## src/rtl/riscv_pkg.sv

```systemverilog
// rtl/riscv_pkg.sv - RV64 shared constants, opcodes and immediate-format enum
package riscv_pkg;

   localparam int RV_XLEN_POW  = 6;
   localparam int RV_XLEN      = 1 << RV_XLEN_POW;
   localparam int RV_REG_IDX_W = 5;

   localparam logic [6:0] OPC_LOAD      = 7'b0000011;
   localparam logic [6:0] OPC_OP_IMM    = 7'b0010011;
   localparam logic [6:0] OPC_STORE     = 7'b0100011;
   localparam logic [6:0] OPC_BRANCH    = 7'b1100011;
   localparam logic [6:0] OPC_LUI       = 7'b0110111;
   localparam logic [6:0] OPC_AUIPC     = 7'b0010111;
   localparam logic [6:0] OPC_JAL       = 7'b1101111;
   localparam logic [6:0] OPC_JALR      = 7'b1100111;
   localparam logic [6:0] OPC_OP        = 7'b0110011;
   localparam logic [6:0] OPC_OP_32     = 7'b0111011;
   localparam logic [6:0] OPC_OP_IMM_32 = 7'b0011011;
   localparam logic [6:0] OPC_SYSTEM    = 7'b1110011;
   localparam logic [6:0] OPC_FENCE     = 7'b0001111;

   typedef enum logic [2:0] {
      IMM_NONE,
      IMM_I,
      IMM_S,
      IMM_B,
      IMM_U,
      IMM_J
   } imm_type_e;

   // Every supported opcode ends in 2'b11, so this also rejects compressed encodings.
   function automatic logic is_known_opcode(input logic [6:0] opc);
      case (opc)
         OPC_LOAD, OPC_OP_IMM, OPC_STORE, OPC_BRANCH, OPC_LUI, OPC_AUIPC,
         OPC_JAL, OPC_JALR, OPC_OP, OPC_OP_32, OPC_OP_IMM_32, OPC_SYSTEM,
         OPC_FENCE: is_known_opcode = 1'b1;
         default:   is_known_opcode = 1'b0;
      endcase
   endfunction

endpackage

```

## src/rtl/imm_gen.sv

```systemverilog
// rtl/imm_gen.sv - combinational immediate classifier and sign-extender
module imm_gen
   import riscv_pkg::*;
#(
   parameter int XLEN = RV_XLEN
) (
   input  logic [31:0]     i_instr,
   output logic [XLEN-1:0] o_imm,
   output imm_type_e       o_imm_type
);

   logic            w_sign;
   logic [XLEN-1:0] w_imm_i;
   logic [XLEN-1:0] w_imm_s;
   logic [XLEN-1:0] w_imm_b;
   logic [XLEN-1:0] w_imm_u;
   logic [XLEN-1:0] w_imm_j;

   assign w_sign  = i_instr[31];
   assign w_imm_i = {{(XLEN-12){w_sign}}, i_instr[31:20]};
   assign w_imm_s = {{(XLEN-12){w_sign}}, i_instr[31:25], i_instr[11:7]};
   assign w_imm_b = {{(XLEN-13){w_sign}}, i_instr[31], i_instr[7], i_instr[30:25],
                     i_instr[11:8], 1'b0};
   assign w_imm_u = {{(XLEN-32){w_sign}}, i_instr[31:12], 12'b0};
   assign w_imm_j = {{(XLEN-21){w_sign}}, i_instr[31], i_instr[19:12], i_instr[20],
                     i_instr[30:21], 1'b0};

   always_comb begin
      o_imm_type = IMM_NONE;
      case (i_instr[6:0])
         OPC_LOAD, OPC_OP_IMM, OPC_OP_IMM_32, OPC_JALR, OPC_SYSTEM, OPC_FENCE:
            o_imm_type = IMM_I;
         OPC_STORE:            o_imm_type = IMM_S;
         OPC_BRANCH:           o_imm_type = IMM_B;
         OPC_LUI, OPC_AUIPC:   o_imm_type = IMM_U;
         OPC_JAL:              o_imm_type = IMM_J;
         default:              o_imm_type = IMM_NONE;
      endcase
   end

   always_comb begin
      o_imm = '0;
      case (o_imm_type)
         IMM_I:   o_imm = w_imm_i;
         IMM_S:   o_imm = w_imm_s;
         IMM_B:   o_imm = w_imm_b;
         IMM_U:   o_imm = w_imm_u;
         IMM_J:   o_imm = w_imm_j;
         default: o_imm = '0;
      endcase
   end

endmodule

```

## src/rtl/decode_stage.sv

```systemverilog
// rtl/decode_stage.sv - RV64 decode stage with writeback bypass and a one-entry output slot
module decode_stage
   import riscv_pkg::*;
#(
   parameter int XLEN_POW  = RV_XLEN_POW,
   parameter int REG_IDX_W = RV_REG_IDX_W
) (
   input  logic                     clk_in,
   input  logic                     rst_n_in,
   input  logic                     if_valid_in,
   output logic                     if_ready_out,
   input  logic [31:0]              instr_in,
   input  logic [(1<<XLEN_POW)-1:0] pc_in,
   input  logic                     flush_in,
   output logic [REG_IDX_W-1:0]     rs1_out,
   output logic [REG_IDX_W-1:0]     rs2_out,
   input  logic [(1<<XLEN_POW)-1:0] reg_data1_in,
   input  logic [(1<<XLEN_POW)-1:0] reg_data2_in,
   input  logic                     wb_en_in,
   input  logic [REG_IDX_W-1:0]     wb_rd_in,
   input  logic [(1<<XLEN_POW)-1:0] wb_data_in,
   output logic                     ex_valid_out,
   input  logic                     ex_ready_in,
   output logic [(1<<XLEN_POW)-1:0] ex_pc_out,
   output logic [(1<<XLEN_POW)-1:0] ex_rs1_data_out,
   output logic [(1<<XLEN_POW)-1:0] ex_rs2_data_out,
   output logic [REG_IDX_W-1:0]     ex_rs1_idx_out,
   output logic [REG_IDX_W-1:0]     ex_rs2_idx_out,
   output logic [(1<<XLEN_POW)-1:0] ex_imm_out,
   output logic [REG_IDX_W-1:0]     ex_rd_out,
   output logic [6:0]               ex_opcode_out,
   output logic [2:0]               ex_funct3_out,
   output logic [6:0]               ex_funct7_out,
   output logic                     ex_illegal_out
);

   localparam int XLEN = 1 << XLEN_POW;

   logic                 r_valid;
   logic [XLEN-1:0]      r_pc;
   logic [XLEN-1:0]      r_rs1_data;
   logic [XLEN-1:0]      r_rs2_data;
   logic [REG_IDX_W-1:0] r_rs1_idx;
   logic [REG_IDX_W-1:0] r_rs2_idx;
   logic [XLEN-1:0]      r_imm;
   logic [REG_IDX_W-1:0] r_rd;
   logic [6:0]           r_opcode;
   logic [2:0]           r_funct3;
   logic [6:0]           r_funct7;
   logic                 r_illegal;

   logic                 w_accept;
   logic                 w_illegal;
   logic [XLEN-1:0]      w_imm;
   imm_type_e            w_imm_type;
   logic [REG_IDX_W-1:0] w_rs1;
   logic [REG_IDX_W-1:0] w_rs2;
   logic [REG_IDX_W-1:0] w_rd;
   logic [XLEN-1:0]      w_op1;
   logic [XLEN-1:0]      w_op2;
   logic                 w_snoop1;
   logic                 w_snoop2;

   imm_gen #(.XLEN(XLEN)) u_imm_gen (
      .i_instr    (instr_in),
      .o_imm      (w_imm),
      .o_imm_type (w_imm_type)
   );

   assign w_rs1   = instr_in[19:15];
   assign w_rs2   = instr_in[24:20];
   assign rs1_out = w_rs1;
   assign rs2_out = w_rs2;

   assign if_ready_out = !r_valid || ex_ready_in || flush_in;
   assign w_accept     = if_valid_in && if_ready_out;

   assign w_illegal = (instr_in[1:0] != 2'b11) || !is_known_opcode(instr_in[6:0]);
   assign w_rd      = (w_illegal || w_imm_type == IMM_S || w_imm_type == IMM_B)
                      ? '0 : instr_in[11:7];

   // The register file writes on the same edge we sample, so forward the in-flight write.
   always_comb begin
      w_op1 = reg_data1_in;
      if (w_rs1 == '0)
         w_op1 = '0;
      else if (wb_en_in && wb_rd_in == w_rs1)
         w_op1 = wb_data_in;
   end

   always_comb begin
      w_op2 = reg_data2_in;
      if (w_rs2 == '0)
         w_op2 = '0;
      else if (wb_en_in && wb_rd_in == w_rs2)
         w_op2 = wb_data_in;
   end

   assign w_snoop1 = wb_en_in && wb_rd_in != '0 && wb_rd_in == r_rs1_idx;
   assign w_snoop2 = wb_en_in && wb_rd_in != '0 && wb_rd_in == r_rs2_idx;

   always_ff @(posedge clk_in or negedge rst_n_in) begin
      if (!rst_n_in) begin
         r_valid    <= 1'b0;
         r_pc       <= '0;
         r_rs1_data <= '0;
         r_rs2_data <= '0;
         r_rs1_idx  <= '0;
         r_rs2_idx  <= '0;
         r_imm      <= '0;
         r_rd       <= '0;
         r_opcode   <= '0;
         r_funct3   <= '0;
         r_funct7   <= '0;
         r_illegal  <= 1'b0;
      end else if (flush_in) begin
         r_valid <= 1'b0;
      end else if (w_accept) begin
         r_valid    <= 1'b1;
         r_pc       <= pc_in;
         r_rs1_data <= w_op1;
         r_rs2_data <= w_op2;
         r_rs1_idx  <= w_rs1;
         r_rs2_idx  <= w_rs2;
         r_imm      <= w_imm;
         r_rd       <= w_rd;
         r_opcode   <= instr_in[6:0];
         r_funct3   <= instr_in[14:12];
         r_funct7   <= instr_in[31:25];
         r_illegal  <= w_illegal;
      end else if (r_valid && ex_ready_in) begin
         r_valid <= 1'b0;
      end else if (r_valid) begin
         // Held bundle must not go stale while execute is stalled.
         if (w_snoop1) r_rs1_data <= wb_data_in;
         if (w_snoop2) r_rs2_data <= wb_data_in;
      end
   end

   assign ex_valid_out    = r_valid;
   assign ex_pc_out       = r_pc;
   assign ex_rs1_data_out = r_rs1_data;
   assign ex_rs2_data_out = r_rs2_data;
   assign ex_rs1_idx_out  = r_rs1_idx;
   assign ex_rs2_idx_out  = r_rs2_idx;
   assign ex_imm_out      = r_imm;
   assign ex_rd_out       = r_rd;
   assign ex_opcode_out   = r_opcode;
   assign ex_funct3_out   = r_funct3;
   assign ex_funct7_out   = r_funct7;
   assign ex_illegal_out  = r_illegal;

endmodule
```

## config.mk

```make
export PLATFORM = sky130hd
export DESIGN_NAME = decode_stage
export DESIGN_NICKNAME = d
export VERILOG_FILES = /design/src/rtl/riscv_pkg.sv /design/src/rtl/imm_gen.sv /design/src/rtl/decode_stage.sv
export SDC_FILE = /design/constraint.sdc
export NUM_CORES = 1
export LEC_CHECK = 0
export BUFFER_PORTS_ARGS = -buffer_cell sky130_fd_sc_hd__buf_2
export CORE_AREA = 2 2 232 234
export CTS_BUF_LIST = sky130_fd_sc_hd__clkbuf_4
export CTS_CLUSTER_DIAMETER = 150
export DETAILED_ROUTE_END_ITERATION = 6
export DIE_AREA = 0 0 234 236
export REMOVE_ABC_BUFFERS = 1
export SLEW_MARGIN = 20
export SYNTH_ARGS = -nofsm -noshare
export SYNTH_HDL_FRONTEND = slang
export SYNTH_SLANG_ARGS = --single-unit
export TNS_END_PERCENT = 100
```

## constraint.sdc

```tcl
create_clock -name clk_in -period 1.8 [get_ports clk_in]
set_clock_uncertainty 0.15 [all_clocks]
set_input_delay 0 -clock clk_in [delete_from_list [all_inputs] [get_ports clk_in]]
set_output_delay 0 -clock clk_in [all_outputs]
set_load 0.02 [all_outputs]
```

==> results.yml, run 1 <==
floorplanning:
  die_h_um: 236
  core.rowCount: 85
  die_width_um: 234
  starting_density_of_the_core: 0.241
  ioPinCount: 600
yosys:
  leading_cell_types_by_total_area_after_synthesis: "dfrtp_1, nand2_1, a41oi_2, nand3_1, a22oi_1"
  synth_largest_type_area_fraction: 0.506
  syn-cell-area_mm2: 0.0128
  synth-edff-count: 0
  synthFlopType: "dfrtp_1"
  synth_top_cell_by_area: "dfrtp_1"
  synth_area_per_cell_um2: 9.22
  ys_ff_latch: 258
  syn-instance-count: 1385
  postSynth.asyncResetShare: 1.00
  ys_types: 48
  number_of_warnings_reported_in_the_yosys_synthesis_log: 0
  synth_seq_area_share: 0.506
status:
  stop_stage: "4_1_cts"
  status: "aborted with a tool error"
  first-error: "[ERROR RSZ-0060] Max buffer count reached."
placed_design:
  dp_worst_setup_slack_ps: -247
  global_placer_s_final_weighted_congestion: 0.862
  detailedPlacementHpwl_um: 40700
  port_buffers: 599
clocking:
  clock-sinks: 258
  cts_made_buffers: 76
  cts_root_buf: "clkbuf_4"
  cts_resized: 95
  ctsLongestPathBuffers: 3
  cts-hold-fix-buffers: 565
  post_cts.repair.setup_buffers: 10
  cts.htree.levels: 3
[per-stage QoR]
stage               cells  instance area, µm²
floorplan            1232               11800
global placement     2673               17100
detailed placement   2673               17100
[cell usage after synthesis, types with 2 or more instances]
cell      number
nand2b_1       2
a41oi_2       50
a211o_1        2
xnor2_1        7
dfrtp_1      258
o21ai_0       19
a41oi_1       14
a22oi_1       68
buf_2         34
a31oi_1        4
nor2b_1        3
clkbuf_1      50
nor2_1       108
buf_4         49
a21oi_1       88
nand3b_1       2
nand4_1        2
nand3_1      133
nor2_2        42
nand2_1      367
inv_1          3
buf_6         19
nor3_1         6
or2_2          2
a22o_1        13
a21oi_2        2
o21bai_1       2
xor2_1        15
and2_1         2
[logic make-up after synthesis]
group / share of synthesized area
buffers and inverters: 0.0748
AOI/OAI and AO/OA: 0.176
DFF: 0.506
xor gates and xnor gates: 0.0151
and+or+nand+nor: 0.228
==> run 2: changes to the inputs <==
- CORE_AREA: 2 2 232 234 -> 2 2 236 238
- CTS_BUF_LIST: sky130_fd_sc_hd__clkbuf_4 -> unset
- CTS_CLUSTER_DIAMETER: 150 -> unset
- DIE_AREA: 0 0 234 236 -> 0 0 238 240
- PLACE_DENSITY_LB_ADDON: unset -> 0.15
- clock period: 1.8 -> 2.3 ns (I/O delays scaled with it)
==> run 2 against run 1 <==
  * The run now ends clean
  * Synthesized cell count is the same
  * Area after synthesis unchanged
==> results.yml, run 2 <==
sta:
  max_slew.worst_pin.slew_ps: 959
  grt_setup_unrepaired: "false"
  timing.final.setup_violations: 0
  fmaxAchievable_mhz: 459
  timing.final.max_slew_violations: 0
  final.period_utilization: 0.947
  period_needed_ps: 2180
  max_slew_margin: 0.358
  hold_viol: 0
setup_path:
  critical_path_peak_fanout: 21
  cp_data_required_time_ps: 2610
  timing.critical_path.from_type: "flip-flop"
  criticalPathCategory: "flip-flop to flip-flop"
  cpMaxStageDelayCell: "dlygate4sd3_1"
  critPathArrivalTime_ps: 2490
  max_stage_delay_ps: 570
  critPathCaptureType: "flip-flop"
  critical-path-top-cell-by-count: "nand2_1"
  cp_cell_sequence: "nand2b_1 -> nand2_1 -> nor2_4 -> buf_4 -> nand2_1 -> dlygate4sd3_1 -> nand2_1"
routing:
  ant_nets: 0
  drt_iter0_drc: 692
  first_pass_iters: 5
  route.final.wire_length_um: 56600
  drcViolationCount: 0
  detailroute.via_count: 13600
  route.detailed.wl_per_inst_um: 19.2
  average_vias_per_placed_instance: 4.60
power:
  power_density_mw_per_mm2: 732
  p_leak_nw: 9.72
  vdd.ir_drop.worst_mv: 0.429
  finalPower_mw: 15.1
finish:
  diodes: 0
  layout.cells.most_common: "buf_2"
  area_growth_pct: 61.5
  finish.net_count: 2527
  most-common-layout-cells: "buf_2, nand2_1, dlygate4sd3_1"
  final_layout_size_suffix_gt1_frac: 0.362
  stdcell_count: 2952
floorplanning:
  die_width_um: 238
  die_h_um: 240
  placeable_area_mm2: 0.0547
  ioPinCount: 600
  core.rowCount: 86
  starting_density_of_the_core: 0.233
  die_area_mm2: 0.0571
global_routing:
  groute.layer.met2.usage: 0.322
  grt_use_met3: 0.0559
  grt_antenna_before_repair: 2
  groute.layer.met1.usage: 0.234
  grt-busiest-layer: "met2"
  grt_max_degree: 123
  first_global_vias: 13900
  grt_first_pass_wirelength_um: 84100
  grt_usage: 0.191
  gr-total-overflow: 0
clocking:
  clk_latency_ps: 530
  cts_made_buffers: 34
  ctsLongestPathBuffers: 3
  cts.reportedPaths.clkPinSlew_ps: 60
  cts_root_buf: "clkbuf_16"
  cts.htree.levels: 2
  clock-sinks: 258
  tritoncts: "yes"
yosys:
  leading_cell_types_by_total_area_after_synthesis: "dfrtp_1, nand2_1, a41oi_2, nand3_1, a22oi_1"
  ys_types: 48
  ys_ff_latch: 258
  synth-edff-count: 0
  number_of_warnings_reported_in_the_yosys_synthesis_log: 0
  synthFlopType: "dfrtp_1"
  syn-cell-area_mm2: 0.0128
  synth_seq_area_share: 0.506
  syn-instance-count: 1385
  most_used_standard_cell_by_instance_count_after_synthesis: "nand2_1"
  synth_largest_type_area_fraction: 0.506
  netlist_top_cells_count: "nand2_1, dfrtp_1, nand3_1"
  synth_top_cell_by_area: "dfrtp_1"
  postSynth.asyncResetShare: 1.00
  synth_area_per_cell_um2: 9.22
status:
  status: "complete, no violations"
placed_design:
  detailedPlacementHpwl_um: 39400
  dp_cells: 2594
  global_placer_s_final_weighted_congestion: 0.828
  port_buffers: 599
worst_hold_path:
  hold_path.class: "input pin to flip-flop"
flow_run:
  maxCapViolCount: 0
## run 2: cell counts after synthesis
No cell type changed its count.
## run 2: worst max-delay path, delay by kind of cell (launching register included)
family	cells	cell delay, ps
DFF	1	380
and+or+nand+nor	5	680
buffers and inverters	2	880
## run 2: path summary, 6_finish.rpt
check                              start             endpoint  slack (ps)  depth (start not counted)
min reg2reg                ex_pc_out[13]        ex_pc_out[13]         320                          2
min                             wb_en_in  ex_rs1_data_out[17]          30                          5
min in group asynchronous       rst_n_in  ex_rs1_data_out[58]         540                          4
max                         ex_valid_out     ex_funct7_out[2]         120                          7
max reg2reg                 ex_valid_out     ex_funct7_out[2]         120                          7
max in group asynchronous       rst_n_in  ex_rs1_data_out[23]        1100                          4
## run 2: kinds of logic after synthesis
| family | count (synthesis) | synth area share |
|---|---|---|
| AND/OR/NAND/NOR | 678 | 0.228 |
| AO/OA/AOI/OAI | 271 | 0.176 |
| flip-flops | 258 | 0.506 |
| buffers and inverters | 156 | 0.0748 |
| XOR/XNOR | 22 | 0.0151 |
## run 2: what timing repair did
item	in CTS	in global routing
endpoints found under the hold margin	516	0
setup endpoints to repair	0	3
resized for setup	0	2
buffers inserted	0	0
hold buffers	302	0
## run 2: layout make-up
| type | count | area (µm²) |
|---|---|---|
| fill | 5555 | 34000 |
| tap | 704 | 881 |
| sequential | 258 | 6460 |
| multi-input combinational | 971 | 5430 |
| clock buffer | 51 | 1040 |
| clock inverter | 5 | 55.1 |
| inverter | 3 | 11.3 |
| timing repair buffer | 960 | 6740 |
## run 2: stage by stage
stage / hold WS (ps) / utilization / instance area, µm² / setup TNS [ps] / setup WS [ps]
after floorplan: -446 / - / 11800 / -787550 / -4140
after global placement: -160 / 0.301 / 16500 / 0 / 140
after detailed placement: -157 / 0.301 / 16500 / 0 / 119
after CTS: 0.0333 / 0.377 / 20600 / 0 / 111
after global routing: 28.3 / 0.377 / 20600 / 0 / 20.3
final: 25.9 / 0.377 / 20600 / 0 / 122
## run 2: where the power goes
group | internal, mW | total [mW] | switching [mW]
registers | 5.20 | 5.62 | 0.414
logic | 1.65 | 4.18 | 2.53
clock network | 3.21 | 5.28 | 2.07
total | 10.1 | 15.1 | 5.02
## run 2: per-layer routing
| metal | vias up | share of wire | routed length (µm) |
|---|---|---|---|
| li1 | 6407 | - | - |
| met2 | 524 | 0.48 | 27000 |
| met4 | 4 | 0.027 | 1560 |
| met3 | 94 | 0.078 | 4410 |
| met1 | 6546 | 0.42 | 23600 |
| met5 | - | 0.00048 | 27 |
Note: power is estimated with default switching activity, not from simulation.
==> run 3: changes to the inputs <==
- CORE_AREA: 2 2 236 238 -> 2 2 231 233
- DIE_AREA: 0 0 238 240 -> 0 0 233 235
- SYNTH_HIERARCHICAL: unset -> 1
- clock period: 2.3 -> 2.7 ns (I/O delays scaled with it)
==> run 3 against run 2 <==
  * Power decreased by 10%
  * First-iteration DRC count rose by 26%
  * Fmax decreased by 15%
  * Utilization is 3.6 points higher
  * Register-to-register slack better by 30 ps
  * Worst setup slack improved by 26 ps
  * Sequential share of layout area is 2.3 points higher
  * Final area rose by 4.7%
==> results.yml, run 3 <==
yosys:
  ys_types: 55
  most_used_standard_cell_by_instance_count_after_synthesis: "nand2_1"
  leading_cell_types_by_total_area_after_synthesis: "dfrtp_1, nand2_1, a221oi_1, o21ai_0, o2bb2ai_1"
  postSynth.asyncResetShare: 1.00
  syn-cell-area_mm2: 0.0138
  synth_largest_type_area_fraction: 0.525
  syn-instance-count: 1530
  synth_seq_area_share: 0.525
  synth_area_per_cell_um2: 9.03
  synthFlopType: "dfrtp_1"
  ys_ff_latch: 290
  number_of_warnings_reported_in_the_yosys_synthesis_log: 6
  synth-edff-count: 0
  netlist_top_cells_count: "nand2_1, dfrtp_1, o21ai_0"
  synth_top_cell_by_area: "dfrtp_1"
clocking:
  cts-hold-fix-buffers: 308
  clk_latency_ps: 550
  tritoncts: "yes"
  post_cts.repair.setup_buffers: 0
  ctsLongestPathBuffers: 3
  cts.reportedPaths.clkPinSlew_ps: 60
  cts_resized: 0
  cts_made_buffers: 37
  cts_root_buf: "clkbuf_16"
  clock-sinks: 290
  cts.htree.levels: 2
placed_design:
  dp_cells: 2686
  global_placer_s_final_weighted_congestion: 0.820
  port_buffers: 599
  placement_cell_area_mm2: 0.0174
  detailedPlacementHpwl_um: 39700
routing:
  route.final.wire_length_um: 60400
  route.detailed.wl_per_inst_um: 19.8
  detailroute.via_count: 14900
  ant_nets: 0
  drt_iter0_drc: 875
  drcViolationCount: 0
  average_vias_per_placed_instance: 4.89
  first_pass_iters: 5
sta:
  hold_viol: 0
  timing.final.setup_violations: 0
  grt_setup_unrepaired: "false"
  period_needed_ps: 2550
  max_slew_margin: 0.405
  timing.final.max_slew_violations: 0
  max_slew.worst_pin.slew_ps: 890
  fmaxAchievable_mhz: 392
  final.period_utilization: 0.945
floorplanning:
  starting_density_of_the_core: 0.264
  die_width_um: 233
  die_area_mm2: 0.0548
  core.rowCount: 84
  ioPinCount: 600
  placeable_area_mm2: 0.0522
  die_h_um: 235
power:
  vdd.ir_drop.worst_mv: 0.448
  share_clk_of_total_power: 0.352
  switching_power_mw: 4.42
  sequentialPowerShare: 0.389
  p_comb_frac: 0.259
  cell_internal_pwr_mw: 9.09
  p_leak_nw: 10.9
  power_density_mw_per_mm2: 626
  switching_share: 0.327
finish:
  finish.net_count: 2644
  final_layout_size_suffix_gt1_frac: 0.301
  stdcell_area_mm2: 0.0216
  filler_cells: 5217
  stdcell_count: 3056
  layout.cells.most_common: "buf_2"
  regArea_mm2: 0.00726
  area_growth_pct: 56.3
  most-common-layout-cells: "buf_2, nand2_1, dlygate4sd3_1"
  multi_input_area_mm2: 0.00576
global_routing:
  grt-busiest-layer: "met2"
  grt_max_degree: 123
  gr-total-overflow: 0
  grt_antenna_before_repair: 7
  grt_use_met3: 0.0681
  grt_first_pass_wirelength_um: 92200
  groute.layer.met2.usage: 0.364
  grt_usage: 0.214
  first_global_vias: 15600
  groute.layer.met1.usage: 0.255
setup_path:
  timing.critical_path.from_type: "flip-flop"
  critical_path_peak_fanout: 57
  number_of_cells_on_the_worst_reg_to_reg_path: 6
  cp_data_required_time_ps: 3000
  criticalPathCategory: "flip-flop to flip-flop"
  regToRegSetupSlack_ps: 150
  timing.rr.end: "ex_rs1_data_out[62]"
  reg2reg_from: "ex_valid_out"
  critPathCaptureType: "flip-flop"
  critPathArrivalTime_ps: 2860
worst_hold_path:
  worstHoldStart: "pc_in[25]"
  hold_path_depth: 4
  worstHoldEndpoint: "ex_pc_out[25]"
  hold_path.class: "input pin to flip-flop"
status:
  status: "complete, no violations"
flow_run:
  maxCapViolCount: 0
-- run 3: changes by cell type after synthesis, moves of 32 or more --
cell,delta
a221oi_1,+128
dfrtp_1,+32
nor2_2,-42
nor2_1,-98
nand3_1,-129
a41oi_2,-50
clkbuf_1,+49
a22oi_1,-67
a21oi_1,-84
o2bb2ai_1,+63
nand2_1,+185
o21ai_0,+119
o21ai_1,+70
-- run 3: metrics by stage --
stage / hold WS (ps) / setup TNS, ps / utilization / setup slack, ps / power (mW)
floorplan: -446 / -1226920 / - / -7400 / 6.94
global placement: -98.1 / 0 / 0.333 / 271 / 8.44
detailed placement: -92.6 / 0 / 0.333 / 220 / 8.47
CTS: 0.183 / 0 / 0.413 / 186 / 13.7
global route: 36.9 / 0 / 0.413 / 39.3 / 14.2
finish: 36.4 / 0 / 0.413 / 148 / 13.5
-- run 3: power by group through the flow --
| stage | Clock, mW | Sequential (mW) | Combinational (mW) |
|---|---|---|---|
| floorplan | 0 | 6.03 | 0.914 |
| global placement | 0 | 5.30 | 3.14 |
| detailed placement | 0 | 5.32 | 3.16 |
| CTS | 4.91 | 5.25 | 3.54 |
| global route | 5.07 | 5.32 | 3.80 |
| finish | 4.76 | 5.25 | 3.50 |
-- run 3: layout make-up --
cell class,count,share of cell area
multi-input cells,1065,0.267
clock inverters,8,0.00336
inverters,8,0.00139
clock buffers,49,0.0487
flip-flops and latches,290,0.336
well taps,688,0.0399
diodes,5,0.000579
repair buffers,943,0.303
-- run 3: layer usage --
layer | routed length, µm | share of wire
met1 | 24600 | 0.41
met2 | 29100 | 0.48
met3 | 5220 | 0.086
met4 | 1500 | 0.025
met5 | 54 | 0.00089
-- run 3: logic make-up after synthesis --
group	after synthesis	share of synthesized area
buffers and inverters	175	0.0623
xor gates and xnor gates	22	0.0140
and+or+nand+nor	600	0.172
adders and majority gates	1	0.000725
AOI/OAI and AO/OA	442	0.226
DFF	290	0.525
-- run 3: how the worst max path moves through the flow --
stage	end	from	cells after the start	slack, ps
4_1_cts	ex_rs1_data_out[62]	ex_valid_out	6	190
6_report	ex_rs1_data_out[62]	ex_valid_out	6	150
5_1_grt	ex_rs1_data_out[40]	ex_valid_out	6	40
3_3_place_gp	ex_rs2_data_out[45]	ex_valid_out	6	270
2_1_floorplan	ex_rs1_data_out[22]	ex_valid_out	4	-7400
3_5_place_dp	ex_rs1_data_out[62]	ex_valid_out	6	220
-- run 3: worst max-delay path: stages, from the launching register on --
cell	delay, ps
dfrtp_1	360
or3b_1	470
a211o_4	350
o41ai_4	430
buf_12	320
o21ai_0	140
o2bb2ai_1	170
==> run 4: changes to the inputs <==
- PLACE_DENSITY: unset -> 0.5
- PLACE_DENSITY_LB_ADDON: 0.15 -> unset
==> run 4 against run 3 <==
  * Sequential power about the same
  * Die area unchanged
  * Combinational power about the same
  * Final cell count increased by 0.49%
  * Count of clock-buffer cells in the layout increased by 6
==> results.yml, run 4 (synthesis gave the netlist of run 3 again) <==
clocking:
  cts_root_buf: "clkbuf_16"
  cts.htree.levels: 2
  clk_latency_ps: 530
  clock-sinks: 290
  cts.reportedPaths.clkPinSlew_ps: 60
  cts_made_buffers: 36
  ctsLongestPathBuffers: 3
  tritoncts: "yes"
placed_design:
  detailedPlacementHpwl_um: 40300
  port_buffers: 599
  dp_worst_setup_slack_ps: 193
  dp_cells: 2684
  global_placer_s_final_weighted_congestion: 0.898
finish:
  final_layout_size_suffix_gt1_frac: 0.301
  finish.net_count: 2651
  layout.core_utilization: 0.416
  layout.cells.most_common: "buf_2"
  most-common-layout-cells: "buf_2, nand2_1, dlygate4sd3_1"
  area_growth_pct: 57.4
  stdcell_count: 3071
power:
  cell_internal_pwr_mw: 8.94
  switching_share: 0.332
  sequentialPowerShare: 0.394
  p_leak_nw: 11.0
  switching_power_mw: 4.44
  power_density_mw_per_mm2: 615
  p_comb_frac: 0.264
  vdd.ir_drop.worst_mv: 0.341
  share_clk_of_total_power: 0.341
setup_path:
  max_stage_delay_ps: 620
  critical_path.top_delay_family: "buffers and inverters"
  critPathArrivalTime_ps: 2950
  cp_data_required_time_ps: 3000
  cp_cell_sequence: "or3b_4 -> buf_4 -> o211ai_1 -> nor4b_4 -> clkbuf_16 -> a221oi_1 -> dlygate4sd3_1 -> o21ai_1"
  critical_path_peak_fanout: 21
  criticalPathCategory: "flip-flop to flip-flop"
  critPathCaptureType: "flip-flop"
  path_buf_inv: 3
  timing.critical_path.from_type: "flip-flop"
  cpMaxStageDelayCell: "dlygate4sd3_1"
floorplanning:
  die_h_um: 235
  starting_density_of_the_core: 0.264
  die_area_mm2: 0.0548
  placeable_area_mm2: 0.0522
  core.rowCount: 84
  die_width_um: 233
  ioPinCount: 600
global_routing:
  grt_max_degree: 129
  grt_usage: 0.215
  grt_first_pass_wirelength_um: 92800
  first_global_vias: 15600
  grt_antenna_before_repair: 13
  gr-total-overflow: 0
sta:
  max_slew_margin: 0.278
  final.period_utilization: 0.981
  post-route-worst-setup-slack_ps: 50.1
  max_slew.worst_pin.slew_ps: 1080
  setup_tns_ps: 0
  timing.final.setup_violations: 0
  hold_viol: 0
  hold_slack_ps: 43.6
  period_needed_ps: 2650
  timing.final.max_slew_violations: 0
  grt_setup_unrepaired: "false"
  fmaxAchievable_mhz: 377
routing:
  detailroute.via_count: 15300
  drt_iter0_drc: 1105
  route.detailed.wl_per_inst_um: 20.1
  drcViolationCount: 0
  first_pass_iters: 5
  route.final.wire_length_um: 61600
  average_vias_per_placed_instance: 5.00
  ant_nets: 0
flow_run:
  maxCapViolCount: 0
worst_hold_path:
  hold_path.class: "input pin to flip-flop"
status:
  status: "complete, no violations"
-- run 4: per-layer routing --
metal | part of all wire | routed length [µm] | track usage
met2 | 0.47 | 28700 | 0.352
met4 | 0.036 | 2220 | 0.0905
met3 | 0.093 | 5730 | 0.0625
met5 | 0.00015 | 9 | 0
met1 | 0.41 | 25000 | 0.264
-- run 4: area by class of cell --
type,instances,area [µm²]
tap,688,861
sequential,290,7260
fill,5160,30500
antenna,9,22.5
timing repair buffer,951,6700
clock inverter,5,33.8
clock buffer,55,1030
multi-input combinational,1065,5800
inverter,8,30.0
-- run 4: path summary, 6_finish.rpt --
| path | end | start | slack (ps) | cells past startpoint |
|---|---|---|---|---|
| setup / recovery | ex_rs2_data_out[19] | ex_valid_out | 50 | 8 |
| hold / removal | ex_pc_out[14] | pc_in[14] | 40 | 4 |
| setup reg to reg | ex_rs2_data_out[19] | ex_valid_out | 50 | 8 |
| hold reg to reg | ex_pc_out[17] | ex_pc_out[17] | 320 | 2 |
| max in group asynchronous | ex_pc_out[30] | rst_n_in | 1340 | 4 |
| min in group asynchronous | ex_imm_out[17] | rst_n_in | 510 | 4 |
-- run 4: what timing repair did --
item | in CTS | in global routing
hold buffers | 314 | 0
setup buffers | 0 | 2
hold endpoints to repair | 579 | 0
endpoints found under the setup margin | 0 | 16
resized for setup | 0 | 19
-- run 4: worst min-delay path, cell delays in order --
cell and delay [ps]:
dlygate4sd3_1 520, buf_2 90, nand2_1 40, nand2_1 50
-- run 4: power groups by stage --
| stage | Clock (mW) | Combinational [mW] | Sequential (mW) |
|---|---|---|---|
| floorplan | 0 | 0.914 | 6.03 |
| global placement | 0 | 3.08 | 5.32 |
| detailed placement | 0 | 3.11 | 5.33 |
| CTS | 4.69 | 3.51 | 5.27 |
| global route | 4.87 | 3.81 | 5.34 |
| finish | 4.57 | 3.53 | 5.28 |
-- run 4: per-stage QoR --
step	area (µm²)	total power, mW
finish	21700	13.4
global route	21700	14.0
CTS	21600	13.5
detailed placement	17400	8.45
global placement	17400	8.40
floorplan	13000	6.94
